<file path="config.mk">
export PLATFORM = sky130hd
export DESIGN_NAME = float8_encoder_flat
export DESIGN_NICKNAME = d
export VERILOG_FILES = /design/src/rtl/float8_encoder_if.sv /design/src/rtl/float8_encoder.sv /design/src/flat_wrapper.sv
export SDC_FILE = /design/constraint.sdc
export NUM_CORES = 1
export LEC_CHECK = 0
export CORE_UTILIZATION = 45
export DETAILED_ROUTE_END_ITERATION = 16
export PLACE_DENSITY_LB_ADDON = 0.1
export SYNTH_ARGS = -nofsm -noshare
export SYNTH_HDL_FRONTEND = slang
export SYNTH_SLANG_ARGS = --single-unit
</file>
<file path="constraint.sdc">
create_clock -name iClk -period 5.8 [get_ports iClk]
set_clock_uncertainty 0.2 [all_clocks]
set_input_delay 1.16 -clock iClk [delete_from_list [all_inputs] [get_ports iClk]]
set_output_delay 1.16 -clock iClk [all_outputs]
set_load 0.01 [all_outputs]
</file>
<file path="src/rtl/float8_encoder_if.sv">
// Valid/ready handshake bundle around float8_encoder: fixed-point value in, Float8 result out.
interface float8_encoder_if #(parameter int WIDTH = 16);
   logic [WIDTH-1:0] iFix;
   logic             iValid;
   logic             oReady;
   logic [7:0]       oNum;
   logic             oOverflow;
   logic             oValid;
   logic             iReady;

   modport slave (
      input  iFix, iValid, iReady,
      output oReady, oNum, oOverflow, oValid
   );

   modport master (
      output iFix, iValid, iReady,
      input  oReady, oNum, oOverflow, oValid
   );
endinterface

</file>
<file path="src/rtl/float8_encoder.sv">
// Signed fixed-point to Float8 {sign, exp[2:0] bias 4, mant[3:0]} encoder with a
// one-bit-per-cycle normaliser between valid/ready handshakes.
//
// state | meaning
// IDLE  | oReady high, waiting for an upstream transfer
// ABS   | take the magnitude of the latched input
// NORM  | shift left until the MSB is set (or the magnitude is zero)
// PACK  | form exponent/mantissa, saturate or flush, register the result
// DONE  | result held; oValid raised, then released on iReady
module float8_encoder #(
   parameter int WIDTH = 16,
   parameter int FRAC  = 8
) (
   input  logic             iClk,
   input  logic             iRst_n,
   float8_encoder_if.slave  bus
);

   localparam int CW = $clog2(WIDTH);

   typedef enum logic [2:0] {IDLE, ABS, NORM, PACK, DONE} state_t;

   state_t           state, stateNext;
   logic             sign, signNext;
   logic [WIDTH-1:0] raw, rawNext;
   logic [WIDTH-1:0] mag, magNext;
   logic [CW-1:0]    cnt, cntNext;
   logic [7:0]       numQ, numNext;
   logic             ovfQ, ovfNext;
   logic             validQ, validNext;

   int               e;
   logic [7:0]       packNum;
   logic             packOvf;

   always_ff @(posedge iClk) begin
      if (!iRst_n) begin
         state  <= IDLE;
         sign   <= 1'b0;
         raw    <= '0;
         mag    <= '0;
         cnt    <= '0;
         numQ   <= 8'h00;
         ovfQ   <= 1'b0;
         validQ <= 1'b0;
      end else begin
         state  <= stateNext;
         sign   <= signNext;
         raw    <= rawNext;
         mag    <= magNext;
         cnt    <= cntNext;
         numQ   <= numNext;
         ovfQ   <= ovfNext;
         validQ <= validNext;
      end
   end

   // Unbiased exponent of the normalised magnitude; out-of-range values saturate or flush.
   always_comb begin
      e       = (WIDTH - 1 - int'(cnt)) - FRAC;
      packNum = 8'h00;
      packOvf = 1'b0;
      if (mag != '0) begin
         if (e > 3) begin
            packNum = {sign, 7'h7F};
            packOvf = 1'b1;
         end else if (e >= -3) begin
            packNum = {sign, 3'(e + 4), mag[WIDTH-2 -: 4]};
         end
      end
   end

   always_comb begin
      stateNext = state;
      signNext  = sign;
      rawNext   = raw;
      magNext   = mag;
      cntNext   = cnt;
      numNext   = numQ;
      ovfNext   = ovfQ;
      validNext = validQ;
      case (state)
         IDLE: begin
            if (bus.iValid) begin
               signNext  = bus.iFix[WIDTH-1];
               rawNext   = bus.iFix;
               stateNext = ABS;
            end
         end
         ABS: begin
            // The most negative input maps to 2^(WIDTH-1), which still fits unsigned.
            magNext   = raw[WIDTH-1] ? (~raw + WIDTH'(1)) : raw;
            cntNext   = '0;
            stateNext = NORM;
         end
         NORM: begin
            if (mag == '0 || mag[WIDTH-1]) begin
               stateNext = PACK;
            end else begin
               magNext = mag << 1;
               cntNext = cnt + 1'b1;
            end
         end
         PACK: begin
            numNext   = packNum;
            ovfNext   = packOvf;
            stateNext = DONE;
         end
         DONE: begin
            // oValid rises one cycle after the result registers settle.
            if (!validQ) begin
               validNext = 1'b1;
            end else if (bus.iReady) begin
               validNext = 1'b0;
               stateNext = IDLE;
            end
         end
         default: stateNext = IDLE;
      endcase
   end

   assign bus.oReady    = (state == IDLE);
   assign bus.oNum      = numQ;
   assign bus.oOverflow = ovfQ;
   assign bus.oValid    = validQ;

endmodule
</file>
<file path="src/flat_wrapper.sv">
// flat-port wrapper written by rule: the top's interface ports become plain ports
module float8_encoder_flat 
#(
   parameter int WIDTH = 16,
   parameter int FRAC  = 8
)
  (iClk, iRst_n, bus_iFix, bus_iValid, bus_iReady, bus_oReady, bus_oNum, bus_oOverflow, bus_oValid);
  float8_encoder_if #(.WIDTH(WIDTH)) bus_i ();
  input  logic iClk;
  input  logic iRst_n;
  input wire logic [$bits(bus_i.iFix)-1:0] bus_iFix;
  input wire logic [$bits(bus_i.iValid)-1:0] bus_iValid;
  input wire logic [$bits(bus_i.iReady)-1:0] bus_iReady;
  output wire logic [$bits(bus_i.oReady)-1:0] bus_oReady;
  output wire logic [$bits(bus_i.oNum)-1:0] bus_oNum;
  output wire logic [$bits(bus_i.oOverflow)-1:0] bus_oOverflow;
  output wire logic [$bits(bus_i.oValid)-1:0] bus_oValid;
  assign bus_i.iFix = bus_iFix;
  assign bus_i.iValid = bus_iValid;
  assign bus_i.iReady = bus_iReady;
  assign bus_oReady = bus_i.oReady;
  assign bus_oNum = bus_i.oNum;
  assign bus_oOverflow = bus_i.oOverflow;
  assign bus_oValid = bus_i.oValid;
  float8_encoder #(.WIDTH(WIDTH), .FRAC(FRAC)) u_core (.iClk(iClk), .iRst_n(iRst_n), .bus(bus_i));
endmodule
</file>
==> run summary <==
The number of nets in the finished design is 337. The floorplan core area came out at 4848 sq um. Clock latency on the worst-skew pair, taken at its later pin, is about 300 ps. In the synthesized netlist the dominant register cell turns out to be dfxtp_1. The proportion of register bits with asynchronous set or reset after synthesis is 0%.

The maximum fanout along the worst path came out at 10. The number of antenna violations at the first check in global routing is 0. The static power due to leakage is 0.9744 nW.

Sorting the synthesized cells by area gives the leading types as dfxtp_1, nand2_1, a21oi_1, nor2_1, xnor2_1. The critical path is of the register to output port type. On the critical path, the stage with the largest delay is an instance of clkdlybuf4s50_1. The detailed router used layers up to and including met4.

The number of setup violations in the final report came out at 0. The cell-internal power is 0.0005311 W. The total count of hold-check failures in the final report was 0. The timing-limited maximum frequency is roughly 0.33 GHz.

The clock-pin slew on the worst setup and hold paths came out at around 90 ps. The starting utilization of the core area came out at 48.21%. The number of buffers added on ports came out at 30. The number of placed I/O pins is 31. The critical path launch point type is a register. The wire length on met2 is ~2.2 mm. The kind of end point of the critical path is an output port.

The final standard cell utilization of the core came out at 56.08%. The width of the die is 74.07 um. Of all cell types, the one taking the most synthesized area is dfxtp_1.

The number of hold buffers added after CTS was 0. The relative slew slack is 31.67%. The antenna diode count came out at 0. The combined buffer and inverter count along the critical path came out at 1. The critical path goes through nor3_1 -> clkdlybuf4s50_1. In the final routing, the length of wire on met1 measures 2.522 mm.

The quantity of gates resized following cts came out at 0. The share of layout cells above drive strength 1 is 4.459%. The met3 layer wire length in the routed design came out at 213 um. The average footprint of a synthesized cell is 7.923 sq um. Combinational cells account for 24.9% of the total power. The die boundary height came out at about 74 um. The routability congestion estimate is just under 0.8. The detailed-route wire length is 5.026 mm.

Entering global routing, the biggest net connects 38 pins. The TritonCTS clock tree is yes. The overall via count from detail_route is approximately 2100.

The post-route fraction of the period consumed by the critical path is 51.66%. The number of buffers on the longest clock path is 2. Synthesis inferred 49 register bits. The standard-cell row count is 25. The flow ran to the end, and the final reports show no timing, DRC or antenna violations. Compared with the post-synthesis result, the final layout area differs by 16.33%. Setup repair after global routing left no endpoint under its margin. The count of routing violations after the opening detailed-route iteration came out at approximately 130.

The type of the worst min-delay path is register to register. At the pin with the least slew margin, the transition time is 1023 ps. The cell area power density is 292.0 nW/um^2. The share of total power in sequential cells is approximately half. The largest single stage delay on the critical path is 600 ps. STA puts the critical path data required time at 4440 ps. The area fraction of the dominant cell type after synthesis came out at 41.97%. In this run the post-CTS setup repair buffer count came out at 0. The clock network is responsible for 25.1% of the overall power. The cell family contributing the most delay on the critical path is buffers and inverters.

The first global-routing pass estimated 8.597 mm of wire. For this run the aggregate overflow at the end of global routing stands at 0. The peak supply drop came out at approximately 0.16 mV.

The number of fill cells in the layout is 481. The floorplan die area came out at roughly 5500 sq um. The net count after synthesis is approximately 320. The number of H-tree levels came out at 2. The remaining number of nets flagged by the antenna check after routing came out at 0.

TritonCTS created 5 clock buffers. The count of pins over their slew limit was 0. The number of vias per cell came out at approximately 5.5.

For the worst setup path, the data arrival time is 1640 ps. The final routed DRC violation total is 0. The proportion of synthesized chip area in sequential cells is 41.97%. The number of max-capacitance violations reported is 0.

The number of cells produced by synthesis is 295. For this run, the total global-route usage over all layers was measured as ~20%. The sum of net half-perimeters after detailed placement is 3.586 mm. The detail-routed net length per standard cell is 13.19 um.

Of the total power, the share spent switching nets is 33.10%. Synthesis instantiated 47 different standard cells from the library. The total negative slack is 0 ps. The number of warnings printed during yosys synthesis came out at 0. The via count of the first global-routing pass was ~1900. For this run, the detailed router's first-pass iteration total came to 5.

The mapped netlist covers 2337 sq um. The net load switching power is 0.0002627 W. The root buffer cell is clkbuf_8. The worst path in the final design needs a cycle of 2996 ps, including I/O delays and setup. The clock sink count is 49. The number of synthesized flops with an enable pin is 0.
cell usage after synthesis, types with 2 or more instances:
master,number
a211o_1,4
a21oi_1,40
a22oi_1,8
a31oi_1,3
a41oi_1,3
and2_1,3
buf_2,2
buf_6,2
clkbuf_1,14
dfxtp_1,49
ha_1,4
inv_1,6
mux2i_1,2
nand2_1,60
nand3_1,6
nand4_1,2
nor2_1,24
nor3_1,4
nor4_1,6
o211ai_1,3
o21ai_0,7
o221ai_1,2
o22ai_1,2
o32ai_1,2
or3_1,3
xnor2_1,9
xor2_1,5
power by group through the flow:
stage / Combinational [W] / Clock, W / Sequential, W
6_report: 0.000198 / 0.000199 / 0.000397
5_1_grt: 0.000224 / 0.000217 / 0.000402
4_1_cts: 0.000197 / 0.000205 / 0.000397
3_5_place_dp: 0.000196 / 0 / 0.000405
3_3_place_gp: 0.000195 / 0 / 0.000405
2_1_floorplan: 0.000152 / 0 / 0.000396
routing by layer:
| metal | vias to the layer above | GRT usage [%] |
|---|---|---|
| met3 | 6 | 3.794 |
| met2 | 45 | 31.62 |
| met1 | 982 | 27.95 |
| li1 | 1072 | - |
| met4 | 0 | 5.769 |
| met5 | - | 0 |
layout make-up:
cell class	count	area, sq um	share of cell area [%]
Timing Repair Buffer	30	300.3	11.04
Sequential cell	49	980.9	36.08
Multi-Input combinational cell	220	1241	45.65
Clock inverter	3	17.52	0.6443
Tap cell	67	83.83	3.083
Inverter	7	26.28	0.9664
Clock buffer	5	68.82	2.531
cell usage in the layout (no fill, tap or decap), types with 2 or more instances in the layout:
cell / netlist / layout
nor2_1: 24 / 24
or3_1: 3 / 3
a41oi_1: 3 / 3
clkdlybuf4s50_1: 0 / 30
o32ai_1: 2 / 2
nand2_1: 60 / 60
nand3_1: 6 / 6
ha_1: 4 / 4
and2_1: 3 / 3
a31oi_1: 3 / 3
a21oi_1: 40 / 40
o21ai_0: 7 / 7
a211o_1: 4 / 4
clkbuf_8: 0 / 5
o211ai_1: 3 / 3
a22oi_1: 8 / 8
nor4_1: 6 / 6
inv_1: 6 / 6
clkinv_2: 0 / 2
xnor2_1: 9 / 9
mux2i_1: 2 / 2
o22ai_1: 2 / 2
nor3_1: 4 / 4
o221ai_1: 2 / 2
xor2_1: 5 / 5
nand4_1: 2 / 2
dfxtp_1: 49 / 49
metrics by stage:
step / hold slack (ps) / setup slack, ps / instance area [sq um] / std cells / power [W]
final: 257.7 / 2804 / 2719 / 381 / 0.0007938
after global routing: 292.5 / 2728 / 2719 / 381 / 0.0008431
after CTS: 262.2 / 2770 / 2719 / 381 / 0.0007988
after detailed placement: 248.7 / 2957 / 2633 / 373 / 0.0006009
after global placement: 248.5 / 2972 / 2633 / 373 / 0.0005997
after floorplan: 244.9 / 3611 / 2337 / 295 / 0.0005479
final timing paths:
check	start	slack (ps)	depth (start not counted)	to
setup / recovery	u_core.state[0]$_SDFFE_PN0P_	2800	2	bus_oReady
hold / removal	u_core.bus.oOverflow$_SDFFE_PN0P_	260	2	u_core.bus.oOverflow$_SDFFE_PN0P_
setup reg to reg	u_core.state[0]$_SDFFE_PN0P_	3450	5	u_core.mag[9]$_SDFFE_PN0P_
hold reg to reg	u_core.bus.oOverflow$_SDFFE_PN0P_	260	2	u_core.bus.oOverflow$_SDFFE_PN0P_
registers in the layout (all words and copies together), names as in the netlist:
name	cells
u_core.bus.oOverflow	1
u_core.bus.oValid	1
u_core.state	3
u_core.bus.oNum	8
u_core.mag	16
u_core.cnt	4
u_core.raw	16
cells by family (layout without fill, tap and decap cells):
group | after synthesis | count (layout) | share of synthesized area (%)
buffers and inverters | 26 | 45 | 4.925
xor gates and xnor gates | 14 | 14 | 5.246
muxes | 2 | 2 | 0.8566
AOI/OAI and AO/OA | 81 | 81 | 21.63
and+or+nand+nor | 119 | 119 | 23.24
DFF | 49 | 49 | 41.97
adders and majority gates | 4 | 4 | 2.141
tightest hold or removal path, delay by kind of cell (launching register included):
kind | cells | cell delay [ps]
compound gates | 1 | 50
flops | 1 | 320
simple gates | 1 | 50
Power figures use the tool's default switching activity.
